**src/rtl/ram_access_ctrl.sv**
```systemverilog
// ram_access_ctrl: request sequencer in front of a single-port synchronous RAM.
// Serialises read/write requests into one response each and provides a bulk fill mode.
module ram_access_ctrl #(
    parameter int DATA_WIDTH = 8,
    parameter int ADDR_WIDTH = 6,
    parameter int DEPTH      = 32
) (
    input  logic                  clk,
    input  logic                  rst,
    input  logic                  req_valid,
    output logic                  req_ready,
    input  logic                  req_write,
    input  logic [ADDR_WIDTH-1:0] req_addr,
    input  logic [DATA_WIDTH-1:0] req_wdata,
    output logic                  rsp_valid,
    input  logic                  rsp_ready,
    output logic [DATA_WIDTH-1:0] rsp_rdata,
    output logic                  rsp_err,
    input  logic                  init_start,
    input  logic [DATA_WIDTH-1:0] init_value,
    output logic                  init_busy,
    output logic [DATA_WIDTH-1:0] ram_data_in,
    output logic [ADDR_WIDTH-1:0] ram_address,
    output logic                  ram_write_enable,
    input  logic [DATA_WIDTH-1:0] ram_data_out
);

    typedef enum logic [2:0] {IDLE, ISSUE, RD_WAIT, RESP, INIT} state_t;

    localparam logic [ADDR_WIDTH-1:0] LAST_ADDR = ADDR_WIDTH'(DEPTH - 1);
    localparam logic [ADDR_WIDTH:0]   DEPTH_EXT = (ADDR_WIDTH + 1)'(DEPTH);

    state_t                state_q, state_d;
    logic [ADDR_WIDTH-1:0] ram_addr_q, ram_addr_d;
    logic [DATA_WIDTH-1:0] ram_din_q, ram_din_d;
    logic                  ram_we_q, ram_we_d;
    logic [DATA_WIDTH-1:0] rsp_rdata_q, rsp_rdata_d;
    logic                  rsp_err_q, rsp_err_d;
    logic                  is_write_q, is_write_d;
    logic                  accept;
    logic                  addr_in_range;
    logic                  init_last;

    assign req_ready        = (state_q == IDLE) & ~init_start & ~rst;
    assign accept           = req_valid & req_ready;
    assign addr_in_range    = {1'b0, req_addr} < DEPTH_EXT;
    assign init_last        = ram_addr_q == LAST_ADDR;
    assign rsp_valid        = state_q == RESP;
    assign init_busy        = state_q == INIT;
    assign rsp_rdata        = rsp_rdata_q;
    assign rsp_err          = rsp_err_q;
    assign ram_data_in      = ram_din_q;
    assign ram_address      = ram_addr_q;
    assign ram_write_enable = ram_we_q;

    always_ff @(posedge clk) begin
        if (rst) begin
            state_q <= IDLE;
        end else begin
            state_q <= state_d;
        end
    end

    always_ff @(posedge clk) begin
        if (rst) begin
            ram_addr_q  <= '0;
            ram_din_q   <= '0;
            ram_we_q    <= 1'b0;
            rsp_rdata_q <= '0;
            rsp_err_q   <= 1'b0;
            is_write_q  <= 1'b0;
        end else begin
            ram_addr_q  <= ram_addr_d;
            ram_din_q   <= ram_din_d;
            ram_we_q    <= ram_we_d;
            rsp_rdata_q <= rsp_rdata_d;
            rsp_err_q   <= rsp_err_d;
            is_write_q  <= is_write_d;
        end
    end

    // init_start beats a simultaneous request; out-of-range requests skip the RAM entirely
    always_comb begin
        state_d = state_q;
        case (state_q)
            IDLE: begin
                if (init_start) begin
                    state_d = INIT;
                end else if (accept) begin
                    state_d = addr_in_range ? ISSUE : RESP;
                end
            end
            ISSUE:   state_d = is_write_q ? RESP : RD_WAIT;
            RD_WAIT: state_d = RESP;
            RESP: begin
                if (rsp_ready) begin
                    state_d = IDLE;
                end
            end
            INIT: begin
                if (init_last) begin
                    state_d = IDLE;
                end
            end
            default: state_d = IDLE;
        endcase
    end

    // RAM address doubles as the fill counter; it is left parked when write_enable drops
    always_comb begin
        ram_addr_d  = ram_addr_q;
        ram_din_d   = ram_din_q;
        ram_we_d    = 1'b0;
        rsp_rdata_d = rsp_rdata_q;
        rsp_err_d   = rsp_err_q;
        is_write_d  = is_write_q;
        case (state_q)
            IDLE: begin
                if (init_start) begin
                    ram_addr_d = '0;
                    ram_din_d  = init_value;
                    ram_we_d   = 1'b1;
                end else if (accept) begin
                    is_write_d = req_write;
                    if (addr_in_range) begin
                        ram_addr_d = req_addr;
                        ram_we_d   = req_write;
                        if (req_write) begin
                            ram_din_d = req_wdata;
                        end
                    end else begin
                        rsp_err_d   = 1'b1;
                        rsp_rdata_d = '0;
                    end
                end
            end
            ISSUE: begin
                if (is_write_q) begin
                    rsp_rdata_d = '0;
                    rsp_err_d   = 1'b0;
                end
            end
            RD_WAIT: begin
                rsp_rdata_d = ram_data_out;
                rsp_err_d   = 1'b0;
            end
            INIT: begin
                if (!init_last) begin
                    ram_addr_d = ram_addr_q + ADDR_WIDTH'(1);
                    ram_we_d   = 1'b1;
                end
            end
            default: ;
        endcase
    end

endmodule

```
**config.mk**
```make
export PLATFORM = sky130hd
export DESIGN_NAME = ram_access_ctrl
export DESIGN_NICKNAME = d
export VERILOG_FILES = /design/src/rtl/ram_access_ctrl.sv
export SDC_FILE = /design/constraint.sdc
export NUM_CORES = 1
export LEC_CHECK = 0
export CAP_MARGIN = 40
export CORE_UTILIZATION = 38
export CTS_CLUSTER_DIAMETER = 30
export DETAILED_ROUTE_END_ITERATION = 6
export GPL_TIMING_DRIVEN = 0
export PLACE_DENSITY_LB_ADDON = 0.08
export SLEW_MARGIN = 20
export SYNTH_ARGS = -nofsm -noshare
export SYNTH_HDL_FRONTEND = slang
export SYNTH_SLANG_ARGS = --single-unit
```
**constraint.sdc**
```tcl
create_clock -name clk -period 1.5 [get_ports clk]
set_clock_uncertainty 0.05 [all_clocks]
set_input_delay 0.3 -clock clk [delete_from_list [all_inputs] [get_ports clk]]
set_output_delay 0.3 -clock clk [all_outputs]
set_load 0.02 [all_outputs]
```
==> results of run 1 <==
## Yosys cell counts, types with 2 or more instances
master,n
dfxtp_1,28
nor2_1,18
a21oi_1,15
nand2_1,12
o31ai_1,11
mux2i_1,9
a211oi_1,7
nor3_1,6
buf_6,4
clkbuf_1,4
nor2b_1,4
o21a_1,4
and3_1,3
buf_2,3
nand3_1,3
a21oi_2,2
a311oi_1,2
a31oi_1,2
inv_1,2
nand3b_1,2
nor3b_2,2
o311ai_0,2
## worst max-delay path, stage by stage, from the launching register on
cell,delay (ns)
dfxtp_2,0.34
buf_6,0.11
or3b_4,0.42
clkinv_4,0.08
buf_6,0.11
## area by class of cell
class	count	area, um2	share of cell area, %
Multi-Input combinational cell	128	1170	43.1
Tap cell	48	60.1	2.21
Timing Repair Buffer	84	763	28.1
Sequential cell	28	567	20.9
Buffer	11	96.3	3.55
Inverter	3	16.3	0.599
Clock buffer	3	41.3	1.52
## worst max-delay path by stage
stage	startpoint	endpoint	slack (ns)
after floorplan	ram_address[0]	ram_address[2]	-0.03
after global placement	rst	req_ready	-0.92
after detailed placement	rst	req_ready	-0.94
after CTS	state_q[0]	req_ready	-0.24
after global routing	state_q[0]	init_busy	-0.22
final	state_q[0]	init_busy	-0.18
## through the flow
step / cell area, um2 / setup TNS, ns / std cells / power, W
2_1_floorplan: 1570 / -0.0589 / 170 / 0.00154
3_3_place_gp: 2240 / -11.63 / 279 / 0.00190
3_5_place_dp: 2240 / -12.72 / 279 / 0.00192
4_1_cts: 2520 / -1.39 / 300 / 0.00249
5_1_grt: 2710 / -3.03 / 305 / 0.00282
6_report: 2710 / -1.92 / 305 / 0.00269
## flip-flops by register name (all words and copies together) (netlist names)
register,cells
ram_data_in,8
rsp_rdata,8
ram_address,6
state_q,3
is_write_q,1
ram_write_enable,1
rsp_err,1
## layer usage
layer  global-route usage, %  up-vias
met2                    42.9       57
met3                    3.99        6
met4                    6.25        0
met5                       0        -
li1                        -      815
met1                    29.3      842
## power groups by stage
stage	combinational (W)	sequential (W)	clock [W]
6_report	0.00135	0.000924	0.000414
5_1_grt	0.00143	0.000938	0.000451
4_1_cts	0.00115	0.000911	0.000421
3_5_place_dp	0.000990	0.000927	0
3_3_place_gp	0.000979	0.000920	0
2_1_floorplan	0.000517	0.00102	0
## kinds of logic after synthesis
logic type | Yosys count | synth area share [%]
and+or+nand+nor | 62 | 23.1
AOI/OAI and AO/OA | 54 | 26.9
DFF | 28 | 36.8
buffers and inverters | 16 | 6.49
muxes | 9 | 5.91
adders and majority gates | 1 | 0.821
## timing repair
item	4_1_cts	5_1_grt
setup buffers	16	5
setup endpoints to repair	55	30
resized for setup	76	33
cloned	3	1
pin swaps	11	24
==> qor.csv, run 1 <==
metric;value;unit
cts_sinks;28;
track_usage;24.0;%
die_w;65.3;um
cts.root.buffer_cell;clkbuf_8;
route.detailed.drc;0;
initial_core_util;40.7;%
area_growth;78.1;%
drtPass1Iterations;4;
cts_max_path_buffers;2;
hold_viol;0;
drive_gt1_share;38.9;%
r2r_cells;7;
routedWlPerCell;17.0;um
seq_area_frac_synth;36.8;%
grt-ovfl-total;0;
min-delay-start;rsp_err;
cp.arrival;1.33;ns
met1_length;2240;um
p_seq_share;34.4;%
maxCapViolCount;0;
grt_max_degree;15;
fin_crit;1.68;ns
die_y;65.3;um
ys_types;47;
yosysTopAreaCellShare;36.8;%
p_sw_share;38.0;%
fill_cells;289;
ios;63;
layout_common_cells;31 x clkdlybuf4s50_1, 27 x dlygate4sd2_1, 23 x dfxtp_1, 18 x buf_4;
tightest_slew;0.554;ns
wl_met3;256;um
core;0.00374;mm2
setup_ws;-0.185;ns
worstReg2RegEnd;ram_address[4];
fmax;0.593;GHz
r2r-start;state_q[0];
post-route-util;72.5;%
layout.nets;296;
ys.flop_type;dfxtp_1;
gp_congestion;0.854;
cp-start-kind;register;
syn_inst;170;
hold_path_class;reg -> reg;
port_buffers;61;
synth.cell_area;0.00152;mm2
setup_viol;20;
hold_slack;0.422;ns
met2_length;2640;um
pre_cts_ws;-0.945;ns
fin_crit_sh;112;%
holdPathStages;1;
worst_setup_path_end_kind;output port;
die_area;0.00427;mm2
synth_fp_nets;207;
routed.top_layer;met4;
critical_path_class;reg -> out;
htreeDepth;1;
r2r_slack;-0.14;ns
synth_top_area_cell;dfxtp_1;
cts_buffers;3;
leakagePower;1.11;nW
crit_path_max_fanout;3;
combPwrFrac;50.3;%
mostFrequentLayoutCell;clkdlybuf4s50_1;
clk_transition_reported_paths;0.09;ns
drt-total-wl;5180;um
fp-row-count;22;
hpwl;3060;um
grt_setup_unrepaired;true;
violations;setup timing;
insertedDiodeCount;0;
async_flop_share;0;%
status;finished with violations;
synth_edf_count;0;
clock_latency;0.27;ns
ir_drop;0.000693;V
avgSynthCellArea;8.96;um2
internal_power;0.00167;W
p_switching;0.00102;W
ys_warn_count;0;
cts_tree;built;
viasPerCell;5.64;
p_clk_share;15.4;%
drtAntennaViolNets;0;
ys_ff_latch;28;
antenna_found_initial;0;
slew_viol_final;0;
route.vias.total;1720;
ctsHoldBuffers;0;
slew_headroom;63.0;%
whs_endpoint;rsp_err;
drtIter0Drc;88;
grt_pass1_wl;7980;um
grt_pass1_vias;1751;
synth.area.top_cells;dfxtp_1 37%, mux2i_1 5.9%, o31ai_1 5.4%;
p_per_area;992;mW/mm2
crit_required;1.15;ns
No activity file was read; power rests on OpenSTA's default activity.
==> inputs of run 2 (changes only) <==
--- a/config.mk
+++ b/config.mk
@@ -7,7 +7,7 @@
 export LEC_CHECK = 0
 export CAP_MARGIN = 40
 export CORE_UTILIZATION = 38
-export CTS_CLUSTER_DIAMETER = 30
+export CTS_CLUSTER_DIAMETER = 150
 export DETAILED_ROUTE_END_ITERATION = 6
 export GPL_TIMING_DRIVEN = 0
 export PLACE_DENSITY_LB_ADDON = 0.08
==> results of run 2 <==
Same layout as run 1: the final DEF is identical, and so are final timing and power.
==> inputs of run 3 (changes only) <==
--- a/config.mk
+++ b/config.mk
@@ -6,6 +6,7 @@
 export NUM_CORES = 1
 export LEC_CHECK = 0
 export CAP_MARGIN = 40
+export CORE_MARGIN = 3
 export CORE_UTILIZATION = 38
 export CTS_CLUSTER_DIAMETER = 150
 export DETAILED_ROUTE_END_ITERATION = 6
==> qor.csv, run 3 (synthesized netlist as in run 1, its figures left out) <==
metric;value;unit;change
gp_congestion;0.808;;was 0.854
cp.arrival;1.35;ns;was 1.33 ns
layout.nets;295;;was 296
r2r_slack;-0.19;ns;was -0.14 ns
route.vias.total;1709;;was 1720
setup_viol;29;;was 20
grt_pass1_wl;7900;um;was 7980 um
r2r_cells;8;;was 7
cts_max_path_buffers;2;;unchanged
viasPerCell;5.60;;was 5.64
crit_required;1.15;ns;about the same
seqCellArea;569;um2;was 567 um2
critPathMaxStageDelay;0.42;ns;about the same
ctsHoldBuffers;0;;unchanged
crit_path_max_fanout;4;;was 3
worstReg2RegEnd;rsp_rdata[4];;was ram_address[4]
tightest_slew;0.545;ns;was 0.554 ns
critical_path_class;reg -> out;;unchanged
cts_sinks;28;;unchanged
die_w;69.3;um;was 65.3 um
fin_crit_sh;113;%;was 112%
drtPass1Iterations;4;;unchanged
maxCapViolCount;0;;unchanged
cts_tree;built;;unchanged
critPathBufInv;3;;unchanged
final_cells;305;;unchanged
multi_input_area;0.00117;mm2;about the same
setup_ws;-0.200;ns;was -0.185 ns
initial_core_util;40.4;%;was 40.7%
leakagePower;1.14;nW;was 1.11 nW
violations;setup timing;;unchanged
drtIter0Drc;106;;was 88
worst_setup_path_end_kind;output port;;unchanged
insertedDiodeCount;0;;unchanged
antenna_found_initial;0;;unchanged
grt_max_degree;16;;was 15
track_usage;19.6;%;was 24.0%
post-route-util;74.6;%;was 72.5%
crit_slowest_cell;or3b_4;;unchanged
drive_gt1_share;39.3;%;was 38.9%
slew_viol_final;0;;unchanged
mostFrequentLayoutCell;clkdlybuf4s50_1;;unchanged
ir_drop;0.000561;V;was 0.000693 V
hold_path_class;reg -> reg;;unchanged
cpMostUsedCell;buf_6;;unchanged
layout_common_cells;31 x clkdlybuf4s50_1, 27 x dlygate4sd2_1, 23 x dfxtp_1, 18 x buf_6;;was 31 x clkdlybuf4s50_1, 27 x dlygate4sd2_1, 23 x dfxtp_1, 18 x buf_4
fp-row-count;22;;unchanged
grt-ovfl-total;0;;unchanged
slew_headroom;63.6;%;was 63.0%
min-delay-start;rsp_err;;unchanged
fin_crit;1.70;ns;was 1.68 ns
grt_setup_unrepaired;true;;unchanged
p_per_area;1020;mW/mm2;was 992 mW/mm2
holdPathStages;1;;unchanged
port_buffers;61;;unchanged
placed_cells;279;;unchanged
clk_transition_reported_paths;0.10;ns;was 0.09 ns
drt-total-wl;5330;um;was 5180 um
whs_endpoint;rsp_err;;unchanged
status;finished with violations;;unchanged
clock_latency;0.28;ns;was 0.27 ns
die_area;0.00481;mm2;was 0.00427 mm2
hpwl;3270;um;was 3060 um
drtAntennaViolNets;0;;unchanged
htreeDepth;1;;unchanged
grt_pass1_vias;1612;;was 1751
path_delay_family;simple AND/OR/NAND/NOR gates;;unchanged
hold_viol;0;;unchanged
ios;63;;unchanged
fill_cells;243;;was 289
crit_path_cell_trace;buf_6 > or3b_4 > clkinv_4 > buf_6;;unchanged
die_y;69.3;um;was 65.3 um
core;0.00377;mm2;was 0.00374 mm2
fmax;0.588;GHz;was 0.593 GHz
r2r-start;state_q[1];;was state_q[0]
area_growth;84.5;%;was 78.1%
route.detailed.drc;0;;unchanged
cts_buffers;3;;unchanged
routedWlPerCell;17.5;um;was 17.0 um
cp-start-kind;register;;unchanged
cts.root.buffer_cell;clkbuf_8;;unchanged
==> run 3: changes by cell type in the layout (fill, tap and decap cells not counted), sizes merged <==
cell,change
o21a,-1
a21oi,-1
buf,+1
clkbuf,+1
==> run 3: repair_timing <==
action / CTS / global route
gates resized for setup: 86 / 38
setup buffers: 16 / 5
pin swaps: 24 / 24
endpoints found under the setup margin: 55 / 31
gates cloned: 1 / 1
==> run 3: power by group <==
part           switching, W  internal [W]  total, W
combinational      0.000744      0.000714   0.00146
sequential        0.0000866      0.000847  0.000933
clock              0.000242      0.000236  0.000478
total               0.00107       0.00180   0.00287
==> run 3: cell type report <==
class	instances	area share [%]
Timing Repair Buffer	84	29.6
Buffer	12	3.96
Clock buffer	4	1.96
Tap cell	48	2.14
Multi-Input combinational cell	126	41.6
Inverter	3	0.579
Sequential cell	28	20.2
==> run 3: per-stage QoR <==
| stage | area, um2 | power (W) | hold slack [ns] | setup TNS (ns) | worst slack, ns |
|---|---|---|---|---|---|
| 2_1_floorplan | 1570 | 0.00154 | 0.390 | -0.0589 | -0.0332 |
| 4_1_cts | 2560 | 0.00259 | 0.420 | -2.87 | -0.259 |
| 5_1_grt | 2810 | 0.00299 | 0.443 | -4.21 | -0.227 |
| 6_report | 2810 | 0.00287 | 0.408 | -2.82 | -0.200 |
| 3_5_place_dp | 2240 | 0.00192 | 0.408 | -12.39 | -0.923 |
| 3_3_place_gp | 2240 | 0.00190 | 0.403 | -11.61 | -0.922 |
==> run 3: worst reg2reg max path: cells and delay by family, from the launching register on <==
family	cells	cell delay, ns
buf+inv	4	0.48
compound gates	3	0.48
flops	1	0.35
simple gates	1	0.18
==> run 3: routing by layer <==
layer  wire [um]  GRT usage (%)
met5           0              0
met4          71           5.42
met3         287           2.61
met2        2750           33.7
met1        2220           25.7
==> run 3: worst max path at each step <==
stage,from,endpoint,slack (ns),cells after the start
global placement,rst,req_ready,-0.92,5
floorplan,ram_address[0],ram_address[2],-0.03,5
detailed placement,rst,req_ready,-0.92,5
CTS,state_q[1],req_ready,-0.26,4
finish,state_q[0],init_busy,-0.20,4
global route,state_q[0],init_busy,-0.23,4
